==> config.mk <==
export PLATFORM = sky130hd
export DESIGN_NAME = output_spike_decoder
export DESIGN_NICKNAME = d
export VERILOG_FILES = /design/src/rtl/network_pkg.sv /design/src/rtl/spike_counter.sv /design/src/rtl/output_spike_decoder.sv
export SDC_FILE = /design/constraint.sdc
export NUM_CORES = 1
export LEC_CHECK = 0
export BUFFER_PORTS_ARGS = -buffer_cell sky130_fd_sc_hd__buf_4
export CAP_MARGIN = 30
export CORE_ASPECT_RATIO = 1.4
export CORE_MARGIN = 3
export CORE_UTILIZATION = 41
export CTS_CLUSTER_SIZE = 10
export DETAILED_ROUTE_END_ITERATION = 8
export SYNTH_ARGS = -nofsm -noshare
export SYNTH_HDL_FRONTEND = slang
export SYNTH_SLANG_ARGS = --single-unit
export TNS_END_PERCENT = 10
==> constraint.sdc <==
create_clock -name clk -period 6.5 [get_ports clk]
set_input_delay 1.3 -clock clk [delete_from_list [all_inputs] [get_ports clk]]
set_output_delay 1.3 -clock clk [all_outputs]
set_load 0.05 [all_outputs]
==> src/rtl/network_pkg.sv <==
// Shared network sizing constants and the output decoder state type.
// Imported by the output-layer spike decoder and its counters.
package network_pkg;

  localparam int OUTPUT_SIZE  = 4;
  localparam int SPIKE_WINDOW = 16;

  localparam int OUT_IDX_W   = $clog2(OUTPUT_SIZE);
  localparam int SPIKE_CNT_W = $clog2(SPIKE_WINDOW + 1);

  typedef enum logic [1:0] {
    IDLE,
    COUNT,
    ARGMAX,
    DONE
  } decoder_state_t;

endpackage

==> src/rtl/spike_counter.sv <==
// Per-neuron spike counter with synchronous clear and enable.
// Width is sized so a full window can never overflow it.
module spike_counter #(
  parameter int W = 5
) (
  input  logic         clk,
  input  logic         rst,
  input  logic         i_clear,
  input  logic         i_en,
  output logic [W-1:0] o_count
);

  logic [W-1:0] r_count;

  always_ff @(posedge clk) begin
    if (rst || i_clear) begin
      r_count <= '0;
    end else if (i_en) begin
      r_count <= r_count + 1'b1;
    end
  end

  assign o_count = r_count;

endmodule

==> src/rtl/output_spike_decoder.sv <==
// Counts output-layer spikes over a window, then picks the winner
// with a one-index-per-cycle sequential argmax scan.
module output_spike_decoder
  import network_pkg::*;
#(
  parameter int NUM_OUT = OUTPUT_SIZE,
  parameter int WINDOW  = SPIKE_WINDOW
) (
  input  logic                         clk,
  input  logic                         rst,
  input  logic                         start,
  input  logic                         tick,
  input  logic [NUM_OUT-1:0]           spike_in,
  output logic                         busy,
  output logic                         done,
  output logic [$clog2(NUM_OUT)-1:0]   class_idx,
  output logic [$clog2(WINDOW+1)-1:0]  max_count,
  output logic                         tie,
  output logic                         no_spike
);

  localparam int IW = $clog2(NUM_OUT);
  localparam int CW = $clog2(WINDOW + 1);

  decoder_state_t r_state;
  decoder_state_t w_next;

  logic [CW-1:0] r_tick_cnt;
  logic [IW-1:0] r_scan_idx;
  logic [IW-1:0] r_best_idx;
  logic [CW-1:0] r_best_cnt;
  logic          r_tie;

  logic [CW-1:0] w_cnt [NUM_OUT];
  logic [CW-1:0] w_sel;
  logic [IW-1:0] w_nbest_idx;
  logic [CW-1:0] w_nbest_cnt;
  logic          w_ntie;
  logic          w_clear;
  logic          w_count_en;
  logic          w_last_tick;
  logic          w_last_scan;

  assign w_clear     = (r_state == IDLE) && start;
  assign w_count_en  = (r_state == COUNT) && tick;
  assign w_last_tick = w_count_en && (r_tick_cnt == CW'(WINDOW - 1));
  assign w_last_scan = (r_state == ARGMAX) &&
                       (r_scan_idx == IW'(NUM_OUT - 1));

  for (genvar g = 0; g < NUM_OUT; g++) begin : g_cnt
    spike_counter #(
      .W (CW)
    ) u_cnt (
      .clk     (clk),
      .rst     (rst),
      .i_clear (w_clear),
      .i_en    (w_count_en && spike_in[g]),
      .o_count (w_cnt[g])
    );
  end

  always_ff @(posedge clk) begin
    if (rst) begin
      r_state <= IDLE;
    end else begin
      r_state <= w_next;
    end
  end

  always_comb begin
    w_next = r_state;
    busy   = (r_state != IDLE);
    done   = (r_state == DONE);
    unique case (r_state)
      IDLE:   if (start) w_next = COUNT;
      COUNT:  if (w_last_tick) w_next = ARGMAX;
      ARGMAX: if (w_last_scan) w_next = DONE;
      DONE:   w_next = IDLE;
      default: w_next = IDLE;
    endcase
  end

  always_ff @(posedge clk) begin
    if (rst || w_clear) begin
      r_tick_cnt <= '0;
    end else if (w_count_en) begin
      r_tick_cnt <= r_tick_cnt + 1'b1;
    end
  end

  assign w_sel = w_cnt[r_scan_idx];

  // Index 0 seeds the scan; later indices replace only on strictly greater
  always_comb begin
    w_nbest_idx = r_best_idx;
    w_nbest_cnt = r_best_cnt;
    w_ntie      = r_tie;
    if (r_scan_idx == '0) begin
      w_nbest_idx = '0;
      w_nbest_cnt = w_sel;
      w_ntie      = 1'b0;
    end else if (w_sel > r_best_cnt) begin
      w_nbest_idx = r_scan_idx;
      w_nbest_cnt = w_sel;
      w_ntie      = 1'b0;
    end else if (w_sel == r_best_cnt) begin
      w_ntie      = 1'b1;
    end
  end

  always_ff @(posedge clk) begin
    if (rst) begin
      r_scan_idx <= '0;
      r_best_idx <= '0;
      r_best_cnt <= '0;
      r_tie      <= 1'b0;
      class_idx  <= '0;
      max_count  <= '0;
      tie        <= 1'b0;
      no_spike   <= 1'b0;
    end else if (r_state == COUNT) begin
      r_scan_idx <= '0;
    end else if (r_state == ARGMAX) begin
      r_scan_idx <= r_scan_idx + 1'b1;
      r_best_idx <= w_nbest_idx;
      r_best_cnt <= w_nbest_cnt;
      r_tie      <= w_ntie;
      if (w_last_scan) begin
        no_spike  <= (w_nbest_cnt == '0);
        class_idx <= (w_nbest_cnt == '0) ? '0 : w_nbest_idx;
        max_count <= w_nbest_cnt;
        tie       <= (w_nbest_cnt == '0) ? 1'b0 : w_ntie;
      end
    end
  end

endmodule

==> out/results.tsv <==
stage	metric	value	unit
detailed_routing	drt first-iter violations	56	
timing	max-slew violations	0	
detailed_routing	antenna viol nets, final	0	
synth	Synth top area share	38.5	%
placement	area post-placement	2550	um2
worst_setup_path	FF-to-FF End	r_best_cnt[0]	
synth	Post-synth ARST share	0	%
worst_setup_path	Worst EP arrival	3560	ps
clocking	Num CTS Buffers	5	
power_and_ir_drop	sw frac	31.9	%
synth	syn_nets	281	
global_routing	GRT Util Overall	14.7	%
detailed_routing	DRT met1 WL	2.06	mm
timing	RSZ-0062 raised after global routing	no	
power_and_ir_drop	Peak VDD IR	86.6	uV
worst_setup_path	maximum fanout along the worst path	9	
worst_hold_path	min-delay worst type	reg2reg	
synth	Most used DFF post-synth	dfxtp_1	
synth	EDFF count, synth	0	
placement	PortBufs	18	
power_and_ir_drop	Flop pwr share	43.7	%
layout	commonest non-fill, non-tap cell in the layout	dfxtp_1	
clocking	Setup Fix Bufs, Post-CTS	0	
detailed_routing	routed wl met3	110	um
die	die height	96.4	um
global_routing	initial antenna violation count	0	
timing	Slew HR	47.2	%
detailed_routing	vias per cell	5.16	
die	total core area	5570	um2
die	Core Rows	32	
layout	Syn-to-layout area delta	10.8	%
run_status	status	finished clean	
detailed_routing	drt total wl	4.51	mm
global_routing	largest net degree at the start of global routing	26	
clocking	Root Driver	clkbuf_8	
detailed_routing	Vias	1729	
worst_setup_path	Req. time, crit path	6690	ps
clocking	Reg clk slew, reported paths	90	ps
timing	TNS Setup	0	ps
layout	Final Net Count	292	
worst_setup_path	CP startpoint kind	flop	
timing	count of final setup violators	0	
layout	fillers	572	
timing	final period utilization	51.8	%
power_and_ir_drop	PwrDens	272	nW/um2
synth	synthesized area per cell	9.39	um2
layout	leading cell types in the layout, fill and taps excluded	dfxtp_1, nor2_1, mux2i_1, buf_4, ha_1	
clocking	CTS-repair resized insts	0	
timing	Final Hold Viols	0	
clocking	buffer depth of the longest clock path	2	
global_routing	first-pass GRT wire length	7.96	mm
timing	Tightest Pin Transition	792	ps
layout	post-layout instance area	2650	um2
power_and_ir_drop	power share of the combinational group	27.4	%
die	Starting Density	43.0	%
global_routing	vias in the first global route	1706	
layout	Ant. Diodes	0	
die	Total Die Area	6810	um2
power_and_ir_drop	total power	722	uW
clocking	CTS tree	built	
placement	HPWL Detailed	3.39	mm
synth	register area share after synthesis	38.5	%
synth	Synth Cell Area	2390	um2
worst_setup_path	Setup CP Type	reg2reg	
placement	Final GP Congestion	0.826	
synth	synth top area cells	dfxtp_1, ha_1, mux2i_1	
detailed_routing	DR WL met2	2.25	mm
power_and_ir_drop	Cell Int Power	491	uW
synth	Yosys cell types	37	
timing	fmax	297	MHz
worst_setup_path	Reg-to-Reg Start	r_scan_idx[1]	
timing	Period minus WS final	3370	ps
clocking	H-tree lvl count	2	
worst_setup_path	R2R depth	8	
power_and_ir_drop	Leak Pwr	1.08	nW
die	die width	70.6	um
synth	cells after synthesis	255	
synth	synth warn	0	
detailed_routing	uppermost layer routed	met4	
global_routing	GRT Residual Overflow	0	
layout	layout cells sized above 1	11.2	%
detailed_routing	# DRC	0	
clocking	worst skew pair latency	300	ps
worst_setup_path	reg2reg setup slack	3130	ps
timing	Final Skew	13.7	ps
worst_hold_path	Hold Crit Endpoint	class_idx[1]	
clocking	CTS hold repair buffers	0	
die	io pins	19	
power_and_ir_drop	NetSw	230	uW
synth	top cell type by total area after synthesis	dfxtp_1	
power_and_ir_drop	clock share of power	28.9	%
synth	#FFs+latches synth	46	
job	Max-cap violations	0	
worst_hold_path	WHS Path Cells	2	
detailed_routing	wire length per cell	13.5	um
worst_hold_path	HP Start	class_idx[1]	
worst_setup_path	crit end category	flop	
clocking	Sink Count	46	
detailed_routing	first drt pass iteration count	4	
## power groups by stage
stage	clock, mW	sequential (mW)	combinational [mW]
finish	0.209	0.315	0.198
global route	0.230	0.319	0.222
CTS	0.216	0.316	0.200
detailed placement	0	0.322	0.199
global placement	0	0.321	0.197
floorplan	0	0.314	0.172
## per-stage QoR
stage	hold WS (ps)	std cells	util [%]	worst slack, ps
2_1_floorplan	472	255	-	3510
3_3_place_gp	442	327	45.8	3210
3_5_place_dp	450	327	45.8	3120
4_1_cts	467	335	47.7	3120
5_1_grt	505	335	47.7	2900
6_report	462	335	47.7	3130
## critical path, stage by stage, from the launching register on
cell and delay [ps]:
dfxtp_1 560, mux4_1 690, ha_1 320, and4_1 230, nor2b_1 170, o31ai_2 660
nand2b_1 370, mux2i_1 220, nor2_1 50
## worst max path at each step
| stage | from | endpoint | slack [ps] | cells past startpoint |
|---|---|---|---|---|
| 2_1_floorplan | r_scan_idx[1] | class_idx[0] | 3510 | 9 |
| 5_1_grt | r_scan_idx[1] | r_best_cnt[3] | 2900 | 8 |
| 4_1_cts | r_scan_idx[1] | class_idx[0] | 3120 | 8 |
| 6_report | r_scan_idx[1] | r_best_cnt[0] | 3130 | 8 |
| 3_5_place_dp | r_scan_idx[1] | class_idx[0] | 3120 | 8 |
| 3_3_place_gp | r_scan_idx[1] | r_best_cnt[2] | 3210 | 8 |
## registers in the layout, indices dropped and copies added (netlist names)
name / count
g_cnt.u_cnt.o_count: 20
max_count: 5
r_best_cnt: 5
r_tick_cnt: 5
class_idx: 2
r_best_idx: 2
r_scan_idx: 2
r_state: 2
no_spike: 1
r_tie: 1
tie: 1
## layout make-up
cell class                      count  area (um2)  area share, %
Clock inverter                      1        30.0           1.13
Clock buffer                        7        76.3           2.88
Timing Repair Buffer               19         143           5.37
Multi-Input combinational cell    178        1340           50.4
Inverter                           16        60.1           2.26
Sequential cell                    46         921           34.7
Tap cell                           68        85.1           3.21
## layer usage
metal,global-route usage (%),vias up
met4,5.80,0
met5,0,-
met2,26.3,17
met1,17.2,807
li1,-,897
met3,2.90,8
## synth_stat cells (4+ instances only)
cell type  number
a211oi_1        7
a21oi_1         4
and3_1          5
clkbuf_1       12
dfxtp_1        46
ha_1           18
inv_1          16
mux2i_1        20
nand2_1        10
nand4_1         9
nor2_1         45
nor2b_1         4
nor3_1          6
xnor2_1         6
xor2_1         14
## logic make-up after synthesis
logic type               share of synthesized area, %
buffers and inverters                            5.64
AO/OA/AOI/OAI                                    7.47
adder cells (fa/ha/maj)                          9.40
multiplexers                                     13.5
XOR/XNOR                                         7.31
AND/OR/NAND/NOR                                  18.2
flip-flops                                       38.5
No activity file was read; power rests on OpenSTA's default activity.
